<file path="src/rtl/memory_arbiter_pkg.sv">
// Shared types for the L1-miss memory arbiter: bus packet layout, FSM states
// and requester identity.
package memory_arbiter_pkg;

    typedef struct packed {
        logic        source;
        logic [1:0]  cmd;
        logic [31:0] addr;
        logic [31:0] data;
    } BusPacket;

    typedef enum logic [1:0] {
        IDLE      = 2'd0,
        ISSUE     = 2'd1,
        WAIT_RESP = 2'd2,
        RETURN    = 2'd3
    } arb_state_t;

    typedef enum logic {
        OWN_INSN = 1'b0,
        OWN_DATA = 1'b1
    } owner_t;

endpackage

</file>
<file path="src/rtl/memory_arbiter_if.sv">
// Bus bundle between the two L1 caches, the arbiter and the shared memory port.
// slave = arbiter side, master = caches/memory side.
interface memory_arbiter_if;
    import memory_arbiter_pkg::*;

    logic     insn_req_valid;
    BusPacket insn_req_pkt;
    logic     insn_req_ack;
    logic     data_req_valid;
    BusPacket data_req_pkt;
    logic     data_req_ack;
    logic     mem_req_valid;
    BusPacket mem_req_pkt;
    logic     mem_req_ready;
    logic     mem_resp_valid;
    BusPacket mem_resp_pkt;
    logic     mem_resp_ack;
    logic     insn_resp_valid;
    BusPacket insn_resp_pkt;
    logic     insn_resp_ready;
    logic     data_resp_valid;
    BusPacket data_resp_pkt;
    logic     data_resp_ready;
    logic     timeout_err;

    modport slave (
        input  insn_req_valid, insn_req_pkt, data_req_valid, data_req_pkt,
        input  mem_req_ready, mem_resp_valid, mem_resp_pkt,
        input  insn_resp_ready, data_resp_ready,
        output insn_req_ack, data_req_ack, mem_req_valid, mem_req_pkt, mem_resp_ack,
        output insn_resp_valid, insn_resp_pkt, data_resp_valid, data_resp_pkt,
        output timeout_err
    );

    modport master (
        output insn_req_valid, insn_req_pkt, data_req_valid, data_req_pkt,
        output mem_req_ready, mem_resp_valid, mem_resp_pkt,
        output insn_resp_ready, data_resp_ready,
        input  insn_req_ack, data_req_ack, mem_req_valid, mem_req_pkt, mem_resp_ack,
        input  insn_resp_valid, insn_resp_pkt, data_resp_valid, data_resp_pkt,
        input  timeout_err
    );

endinterface

</file>
<file path="src/rtl/memory_arbiter_rr.sv">
// Combinational two-way round-robin picker: a lone requester wins, a tie goes
// to whichever requester was not granted last.
module rr_arbiter2
    import memory_arbiter_pkg::*;
(
    input  logic   req_insn_i,
    input  logic   req_data_i,
    input  owner_t last_grant_i,
    output logic   grant_vld_o,
    output owner_t winner_o
);

    always_comb begin
        grant_vld_o = req_insn_i | req_data_i;
        winner_o    = OWN_INSN;
        if (req_insn_i && req_data_i) begin
            winner_o = (last_grant_i == OWN_INSN) ? OWN_DATA : OWN_INSN;
        end else if (req_data_i) begin
            winner_o = OWN_DATA;
        end
    end

endmodule

</file>
<file path="src/rtl/memory_arbiter.sv">
// Single-outstanding arbiter between the L1 instruction and data caches and a
// shared memory bus, with a bounded wait for the memory response.
module memory_arbiter
    import memory_arbiter_pkg::*;
#(
    parameter int TIMEOUT_CYCLES = 1024
)(
    input  logic             clk,
    input  logic             reset,
    memory_arbiter_if.slave  bus
);

    localparam int                CNT_W    = $clog2(TIMEOUT_CYCLES) + 1;
    localparam logic [CNT_W-1:0] CNT_LAST = CNT_W'(TIMEOUT_CYCLES - 1);

    arb_state_t       state_q, state_d;
    owner_t           owner_q, owner_d;
    owner_t           last_grant_q, last_grant_d;
    logic [CNT_W-1:0] cnt_q, cnt_d;
    logic             timeout_q, timeout_d;
    BusPacket         req_pkt_q, req_pkt_d;
    BusPacket         resp_pkt_q, resp_pkt_d;
    logic             grant_vld;
    owner_t           winner;

    rr_arbiter2 u_rr (
        .req_insn_i   (bus.insn_req_valid),
        .req_data_i   (bus.data_req_valid),
        .last_grant_i (last_grant_q),
        .grant_vld_o  (grant_vld),
        .winner_o     (winner)
    );

    always_ff @(posedge clk or posedge reset) begin
        if (reset) state_q <= IDLE;
        else       state_q <= state_d;
    end

    always_ff @(posedge clk or posedge reset) begin
        if (reset) begin
            owner_q      <= OWN_INSN;
            last_grant_q <= OWN_DATA;
            cnt_q        <= '0;
            timeout_q    <= 1'b0;
        end else begin
            owner_q      <= owner_d;
            last_grant_q <= last_grant_d;
            cnt_q        <= cnt_d;
            timeout_q    <= timeout_d;
        end
    end

    // Packet holding registers carry no reset; outputs are gated by state.
    always_ff @(posedge clk) begin
        req_pkt_q  <= req_pkt_d;
        resp_pkt_q <= resp_pkt_d;
    end

    always_comb begin
        state_d      = state_q;
        owner_d      = owner_q;
        last_grant_d = last_grant_q;
        cnt_d        = cnt_q;
        timeout_d    = timeout_q;
        req_pkt_d    = req_pkt_q;
        resp_pkt_d   = resp_pkt_q;
        case (state_q)
            IDLE: begin
                if (grant_vld) begin
                    owner_d      = winner;
                    last_grant_d = winner;
                    req_pkt_d    = (winner == OWN_INSN) ? bus.insn_req_pkt : bus.data_req_pkt;
                    state_d      = ISSUE;
                end
            end
            ISSUE: begin
                if (bus.mem_req_ready) begin
                    cnt_d   = '0;
                    state_d = WAIT_RESP;
                end
            end
            WAIT_RESP: begin
                // A response in the final wait cycle still wins over the timeout.
                if (bus.mem_resp_valid) begin
                    resp_pkt_d = bus.mem_resp_pkt;
                    state_d    = RETURN;
                end else if (cnt_q >= CNT_LAST) begin
                    timeout_d = 1'b1;
                    state_d   = IDLE;
                end else begin
                    cnt_d = cnt_q + CNT_W'(1);
                end
            end
            RETURN: begin
                if ((owner_q == OWN_INSN) ? bus.insn_resp_ready : bus.data_resp_ready) begin
                    state_d = IDLE;
                end
            end
            default: state_d = IDLE;
        endcase
    end

    always_comb begin
        bus.insn_req_ack    = 1'b0;
        bus.data_req_ack    = 1'b0;
        bus.mem_req_valid   = 1'b0;
        bus.mem_req_pkt     = '0;
        bus.mem_resp_ack    = 1'b0;
        bus.insn_resp_valid = 1'b0;
        bus.insn_resp_pkt   = '0;
        bus.data_resp_valid = 1'b0;
        bus.data_resp_pkt   = '0;
        bus.timeout_err     = timeout_q;
        case (state_q)
            IDLE: begin
                if (!reset && grant_vld) begin
                    bus.insn_req_ack = (winner == OWN_INSN);
                    bus.data_req_ack = (winner == OWN_DATA);
                end
            end
            ISSUE: begin
                bus.mem_req_valid = 1'b1;
                bus.mem_req_pkt   = req_pkt_q;
            end
            WAIT_RESP: bus.mem_resp_ack = 1'b1;
            RETURN: begin
                if (owner_q == OWN_INSN) begin
                    bus.insn_resp_valid = 1'b1;
                    bus.insn_resp_pkt   = resp_pkt_q;
                end else begin
                    bus.data_resp_valid = 1'b1;
                    bus.data_resp_pkt   = resp_pkt_q;
                end
            end
            default: ;
        endcase
    end

endmodule

</file>
<file path="src/flat_wrapper.sv">
// flat-port wrapper written by rule: the top's interface ports become plain ports
module memory_arbiter_flat import memory_arbiter_pkg::*;
#(
    parameter int TIMEOUT_CYCLES = 1024
)
  (clk, reset, bus_insn_req_valid, bus_insn_req_pkt, bus_data_req_valid, bus_data_req_pkt, bus_mem_req_ready, bus_mem_resp_valid, bus_mem_resp_pkt, bus_insn_resp_ready, bus_data_resp_ready, bus_insn_req_ack, bus_data_req_ack, bus_mem_req_valid, bus_mem_req_pkt, bus_mem_resp_ack, bus_insn_resp_valid, bus_insn_resp_pkt, bus_data_resp_valid, bus_data_resp_pkt, bus_timeout_err);
  memory_arbiter_if bus_i ();
  input  logic clk;
  input  logic reset;
  input wire logic [$bits(bus_i.insn_req_valid)-1:0] bus_insn_req_valid;
  input wire logic [$bits(bus_i.insn_req_pkt)-1:0] bus_insn_req_pkt;
  input wire logic [$bits(bus_i.data_req_valid)-1:0] bus_data_req_valid;
  input wire logic [$bits(bus_i.data_req_pkt)-1:0] bus_data_req_pkt;
  input wire logic [$bits(bus_i.mem_req_ready)-1:0] bus_mem_req_ready;
  input wire logic [$bits(bus_i.mem_resp_valid)-1:0] bus_mem_resp_valid;
  input wire logic [$bits(bus_i.mem_resp_pkt)-1:0] bus_mem_resp_pkt;
  input wire logic [$bits(bus_i.insn_resp_ready)-1:0] bus_insn_resp_ready;
  input wire logic [$bits(bus_i.data_resp_ready)-1:0] bus_data_resp_ready;
  output wire logic [$bits(bus_i.insn_req_ack)-1:0] bus_insn_req_ack;
  output wire logic [$bits(bus_i.data_req_ack)-1:0] bus_data_req_ack;
  output wire logic [$bits(bus_i.mem_req_valid)-1:0] bus_mem_req_valid;
  output wire logic [$bits(bus_i.mem_req_pkt)-1:0] bus_mem_req_pkt;
  output wire logic [$bits(bus_i.mem_resp_ack)-1:0] bus_mem_resp_ack;
  output wire logic [$bits(bus_i.insn_resp_valid)-1:0] bus_insn_resp_valid;
  output wire logic [$bits(bus_i.insn_resp_pkt)-1:0] bus_insn_resp_pkt;
  output wire logic [$bits(bus_i.data_resp_valid)-1:0] bus_data_resp_valid;
  output wire logic [$bits(bus_i.data_resp_pkt)-1:0] bus_data_resp_pkt;
  output wire logic [$bits(bus_i.timeout_err)-1:0] bus_timeout_err;
  assign bus_i.insn_req_valid = bus_insn_req_valid;
  assign bus_i.insn_req_pkt = bus_insn_req_pkt;
  assign bus_i.data_req_valid = bus_data_req_valid;
  assign bus_i.data_req_pkt = bus_data_req_pkt;
  assign bus_i.mem_req_ready = bus_mem_req_ready;
  assign bus_i.mem_resp_valid = bus_mem_resp_valid;
  assign bus_i.mem_resp_pkt = bus_mem_resp_pkt;
  assign bus_i.insn_resp_ready = bus_insn_resp_ready;
  assign bus_i.data_resp_ready = bus_data_resp_ready;
  assign bus_insn_req_ack = bus_i.insn_req_ack;
  assign bus_data_req_ack = bus_i.data_req_ack;
  assign bus_mem_req_valid = bus_i.mem_req_valid;
  assign bus_mem_req_pkt = bus_i.mem_req_pkt;
  assign bus_mem_resp_ack = bus_i.mem_resp_ack;
  assign bus_insn_resp_valid = bus_i.insn_resp_valid;
  assign bus_insn_resp_pkt = bus_i.insn_resp_pkt;
  assign bus_data_resp_valid = bus_i.data_resp_valid;
  assign bus_data_resp_pkt = bus_i.data_resp_pkt;
  assign bus_timeout_err = bus_i.timeout_err;
  memory_arbiter #(.TIMEOUT_CYCLES(TIMEOUT_CYCLES)) u_core (.clk(clk), .reset(reset), .bus(bus_i));
endmodule
</file>
<file path="config.mk">
export PLATFORM = sky130hd
export DESIGN_NAME = memory_arbiter_flat
export DESIGN_NICKNAME = d
export VERILOG_FILES = /design/src/rtl/memory_arbiter_pkg.sv /design/src/rtl/memory_arbiter_if.sv /design/src/rtl/memory_arbiter_rr.sv /design/src/rtl/memory_arbiter.sv /design/src/flat_wrapper.sv
export SDC_FILE = /design/constraint.sdc
export NUM_CORES = 1
export LEC_CHECK = 0
export BUFFER_PORTS_ARGS = -buffer_cell sky130_fd_sc_hd__buf_2
export CAP_MARGIN = 10
export CORE_AREA = 2 2 163 165
export CTS_CLUSTER_DIAMETER = 150
export CTS_CLUSTER_SIZE = 25
export DETAILED_ROUTE_END_ITERATION = 10
export DIE_AREA = 0 0 165 167
export PLACE_DENSITY = 0.53
export REMOVE_ABC_BUFFERS = 1
export SLEW_MARGIN = 20
export SYNTH_ARGS = -nofsm -noshare
export SYNTH_HDL_FRONTEND = slang
export SYNTH_SLANG_ARGS = --single-unit
</file>
<file path="constraint.sdc">
create_clock -name clk -period 3.15 [get_ports clk]
set_clock_uncertainty 0.15 [all_clocks]
set_input_delay 0.4725 -clock clk [delete_from_list [all_inputs] [get_ports clk]]
set_output_delay 0.4725 -clock clk [all_outputs]
set_load 0.02 [all_outputs]
</file>
### After elaboration in Yosys (flattened, before gate mapping)

Index checks and enable logic that the tools add are counted.

* register bits: 150
* bits of input ports: 209
* output and inout port bits: 208

* add/sub/neg operators: 1
* order comparisons: 1
* eq/ne operators: 9
* mux-type cells: 30
* bitwise logic cells: 3
* reduce and logical (&&, ||, !) cells: 10

Operator list (number)
* 67-bit two-way mux: 6
* 11-bit two-way mux: 3
* 11-bit case mux with 2 select lines: 1
* 1-bit two-way mux: 14
* 11-bit by 1-bit adder with 11-bit output, second input constant: 1
* 11-bit by 10-bit >= comparator with 1-bit output, second input constant: 1
* 2-bit two-way mux: 5
* 2-bit case mux with 4 select lines: 1
* 4-bit AND reduction: 2
* 2-bit inequality test, second input constant: 3
* 2-bit equality test, second input constant: 2
* 2-bit by 1-bit inequality test with 1-bit output, second input constant: 2
* 2-bit AND reduction: 2
* 3-bit by 2-bit inequality test with 1-bit output, second input constant: 1
* 3-bit AND reduction: 1
* 2-bit by 1-bit equality test with 1-bit output, second input constant: 1
* 1-bit logical AND: 2
* 2-bit zero test: 1
* 1-bit NOT: 2
* 2-bit nonzero test: 1
* 1-bit zero test: 1
* 1-bit bitwise OR: 1

### Longest topological paths before layout

* word-level depth: 5
* gate-level depth with buffers: 6
* gate-level depth less buffers: 5

### Cells and area by module

From an unflattened synthesis, not the netlist that was laid out.

* cells, all modules: 533
* area total of the unflattened synthesis: 7126.8 sq um

By module, submodules not included
* memory_arbiter: times used 1, cells an instance 531, area an instance 7113.1 sq um
* rr_arbiter2: times used 1, cells an instance 2, area an instance 13.8 sq um

### Worst setup path after synthesis

OpenSTA, ideal clock, no wires.

* path type: reg2reg
* from: register u_core.state_q[0]
* to: register u_core.resp_pkt_q[0] (netlist name) (enable)
* library setup time: 0.432 ns
* arrival: 2.517 ns
* required time: 2.568 ns
* setup slack: 0.051 ns
* stages on the path, launching flop included: 4
* buffers on the path: 1
* clock period less this slack: 3.099 ns
* path through: dfrtp_1 -> nor2b_1 -> clkbuf_1 -> and2_1

* word-level cells in the longest chain between the ends: 2

RTL lines
* start, declared: RTL line memory_arbiter.sv:16 `arb_state_t state_q, state_d;`
* start signal, assigned: RTL line memory_arbiter.sv:36 `else state_q <= state_d;`
* 2-bit equality test: RTL line memory_arbiter.sv:67 `case (state_q)`
* 2-bit AND reduction (no source line)
* end signal, assigned: RTL line memory_arbiter.sv:56 `resp_pkt_q <= resp_pkt_d;`
* end, declared: RTL line memory_arbiter.sv:22 `BusPacket resp_pkt_q, resp_pkt_d;`

Every way passes these cells.
A chain may end at the register's enable or synchronous reset.

### Final worst setup path

* from: register u_core.state_q[0]
* to: output bus_mem_req_pkt[34]

* word-level cells in the longest chain between the ends: 2

RTL lines
* 2-bit by 1-bit equality test with 1-bit output: RTL line memory_arbiter.sv:114 `case (state_q)`
* 67-bit two-way mux: RTL line memory_arbiter.sv:114
* end, declared: RTL line flat_wrapper.sv:22 `output wire logic [$bits(bus_i.mem_req_pkt)-1:0] bus_mem_req_pkt;`

Every way passes these cells.

==> results.yml <==
cts:
  post_cts_buffers: 0
  numCtsBuffers: 17
  cts_num_sinks: 150
  root_buffer: "clkbuf_16"
  cts_tree: "done"
  clock_path_buffers: 2
  cts_resized: 0
  path_clk_slew_ns: 0.07
  htreeDepth: 4
  clk_latency_ns: 0.42
synthesis:
  async_reset_ff_share_pct: 10.7
  synthCells: 537
  seq_area_frac_synth_pct: 62.2
  synth_compound_area_share_pct: 3.53
  synth_mux_area_share_pct: 10.7
  netlist-cell-type-count: 42
  synthSimpleGateAreaFrac_pct: 21.2
  synth-edff-count: 134
  yosys.area.top_type_share_pct: 56.5
  synth_largest_area_cell: "edfxtp_1"
  ys_warn_count: 0
  synth_seq_cells: 150
  synth_top_cells_by_area: "edfxtp_1, and2_1, mux2_2, dfrtp_1, clkbuf_1"
  synth_top_family_by_area: "simple AND/OR/NAND/NOR gates"
  syn_avg_cell_area_sq_um: 13.3
  yosys.area_share.xor_xnor_pct: 0
  netlist_area_sq_mm: 0.00712
  synthFlopType: "edfxtp_1"
  synth-adder-area-share_pct: 0.176
layout:
  nNetsFinal: 1170
  final_util_pct: 39.9
  drive_gt1_share_pct: 55.8
  final_area_sq_mm: 0.0103
  area_growth_syn_to_layout_pct: 44.2
critical_path:
  start_kind: "register"
  timing.reg2reg.setup_slack_ns: 0.80
  critPathMaxFanout: 44
  path_class: "register to output pin"
  arrival_ns: 2.25
  critPathRequiredTime_ns: 2.53
  crit_path_end_kind: "output pin"
floorplanning:
  dieArea_sq_mm: 0.0276
  core_sq_mm: 0.0258
  fp-row-count: 59
  start_util_pct: 27.6
  fp.dieH_microns: 167
  ios: 417
  die_w_microns: 165
global_routing:
  grt_pass1_wl_microns: 31900
  grt-ovfl-total: 0
  grt_max_degree: 69
  antenna_found_initial: 2
  grt_pass1_vias: 5510
  grt_use_total_pct: 15.8
flow_run:
  cap_violations: 0
power_and_ir_drop:
  ir_worst_vdd_uv: 332
  leakage_nw: 4.82
  finalPower_mw: 7.95
  powerDensity_mw_per_mm2: 775
drt:
  wirelength_microns: 22300
  drc: 0
  avgRoutedWirePerCell_microns: 17.0
  first_iter_violations: 271
  first_pass_iters: 4
  vias_per_cell: 4.25
  postRouteAntennaNets: 0
  vias: 5567
sta:
  fmax_mhz: 349
  max_slew_margin_pct: 46.4
  finalCritPeriodShare_pct: 91.0
  fin_crit_ns: 2.87
  drv_slew: 0
  rsz0062_at_grt: "false"
  setup_viol: 0
  hold_viol: 0
  worstMarginPinSlew_ns: 0.802
placement:
  placement.io_buffers: 416
  placed_area_sq_mm: 0.00971
  post-dp-hpwl_microns: 17300
  place_congestion: 0.750
run_status:
  run_status: "finished, final reports clean"
min_path:
  hp-class: "primary input to register"
## cells in the mapped netlist (3+ instances only)
| library cell | n |
|---|---|
| nand2_1 | 12 |
| edfxtp_1 | 134 |
| inv_1 | 6 |
| a31oi_1 | 7 |
| a21oi_1 | 4 |
| clkbuf_1 | 24 |
| mux2_2 | 67 |
| buf_2 | 7 |
| o21ai_0 | 8 |
| nor2_1 | 8 |
| nor3_1 | 3 |
| dfrtp_1 | 15 |
| nand3_1 | 6 |
| and2_1 | 202 |
## report_power, final
group	internal [mW]	switching, mW	leakage, nW
clock network	1.03	0.900	0.262
logic	1.13	1.93	3.11
registers	2.74	0.221	1.45
## metrics by stage
stage / setup slack (ns) / setup TNS (ns) / hold WS, ns / std cells
3_5_place_dp: 0.720 / 0 / 0.314 / 1275
2_1_floorplan: -1.80 / -127.89 / 0.241 / 505
5_1_grt: 0.123 / 0 / 0.0479 / 1310
6_report: 0.282 / 0 / 0.0725 / 1310
3_3_place_gp: 0.711 / 0 / 0.313 / 1275
4_1_cts: 0.249 / 0 / 0.0458 / 1308
## worst paths after layout
path                            cells past startpoint                      to              startpoint
worst min register to register                      1  u_core.bus.timeout_err  u_core.bus.timeout_err
worst min-delay path                                1   u_core.resp_pkt_q[43]    bus_mem_resp_pkt[43]
worst max register to register                      4     u_core.req_pkt_q[6]       u_core.state_q[0]
min in group asynchronous                           4        u_core.cnt_q[10]                   reset
max in group asynchronous                           4     u_core.last_grant_q                   reset
worst max-delay path                                4     bus_mem_req_pkt[34]       u_core.state_q[0]
## logic make-up (layout without fill, tap and decap cells)
kind of cell / Yosys count / in the layout
fa+ha+maj: 1 / 1
buf+inv: 38 / 474
other cells: 0 / 2
mux: 68 / 68
flops: 150 / 150
simple gates: 246 / 246
compound gates: 34 / 34
## worst max-delay path, stage by stage (launching register included)
cell and delay, ns:
dfrtp_1 0.60, nor2b_4 0.54, buf_12 0.26, and2_1 0.20, buf_2 0.18
## repair_timing
action	4_1_cts	5_1_grt
endpoints found under the setup margin	0	0
hold endpoints to repair	15	0
hold buffers	1	0
## sequential cells by signal, indices dropped and copies added (netlist names)
signal / cells
u_core.req_pkt_q: 67
u_core.resp_pkt_q: 67
u_core.cnt_q: 11
u_core.state_q: 2
u_core.bus.timeout_err: 1
u_core.last_grant_q: 1
u_core.owner_q: 1
## cells in the final DEF, fill, tap and decap left out, types with 5 or more instances in the layout
| cell | instances |
|---|---|
| a31oi_1 | 7 |
| and2_1 | 201 |
| buf_2 | 416 |
| buf_4 | 15 |
| clkbuf_16 | 17 |
| dfrtp_1 | 15 |
| edfxtp_1 | 134 |
| inv_1 | 5 |
| inv_6 | 6 |
| mux2_2 | 67 |
| nand2_1 | 12 |
| nand3_1 | 6 |
| nor2_1 | 7 |
| o21ai_0 | 8 |
## routing by layer
layer | up-vias | share of wire [%] | GRT usage (%)
met5 | - | 0 | 0
met4 | 0 | 1.6 | 5.63
met3 | 18 | 6.7 | 3.31
met2 | 281 | 52 | 27.9
met1 | 2530 | 40 | 18.7
li1 | 2738 | - | -
## layout make-up
| cell class | instances | area, sq um |
|---|---|---|
| Fill cell | 2551 | 15500 |
| Clock buffer | 17 | 425 |
| Clock inverter | 15 | 119 |
| Tap cell | 335 | 419 |
| Timing Repair Buffer | 436 | 2280 |
| Sequential cell | 150 | 4430 |
| Inverter | 6 | 22.5 |
| Antenna cell | 2 | 5.00 |
| Multi-Input combinational cell | 349 | 2570 |
Note: power is estimated with default switching activity, not from simulation.
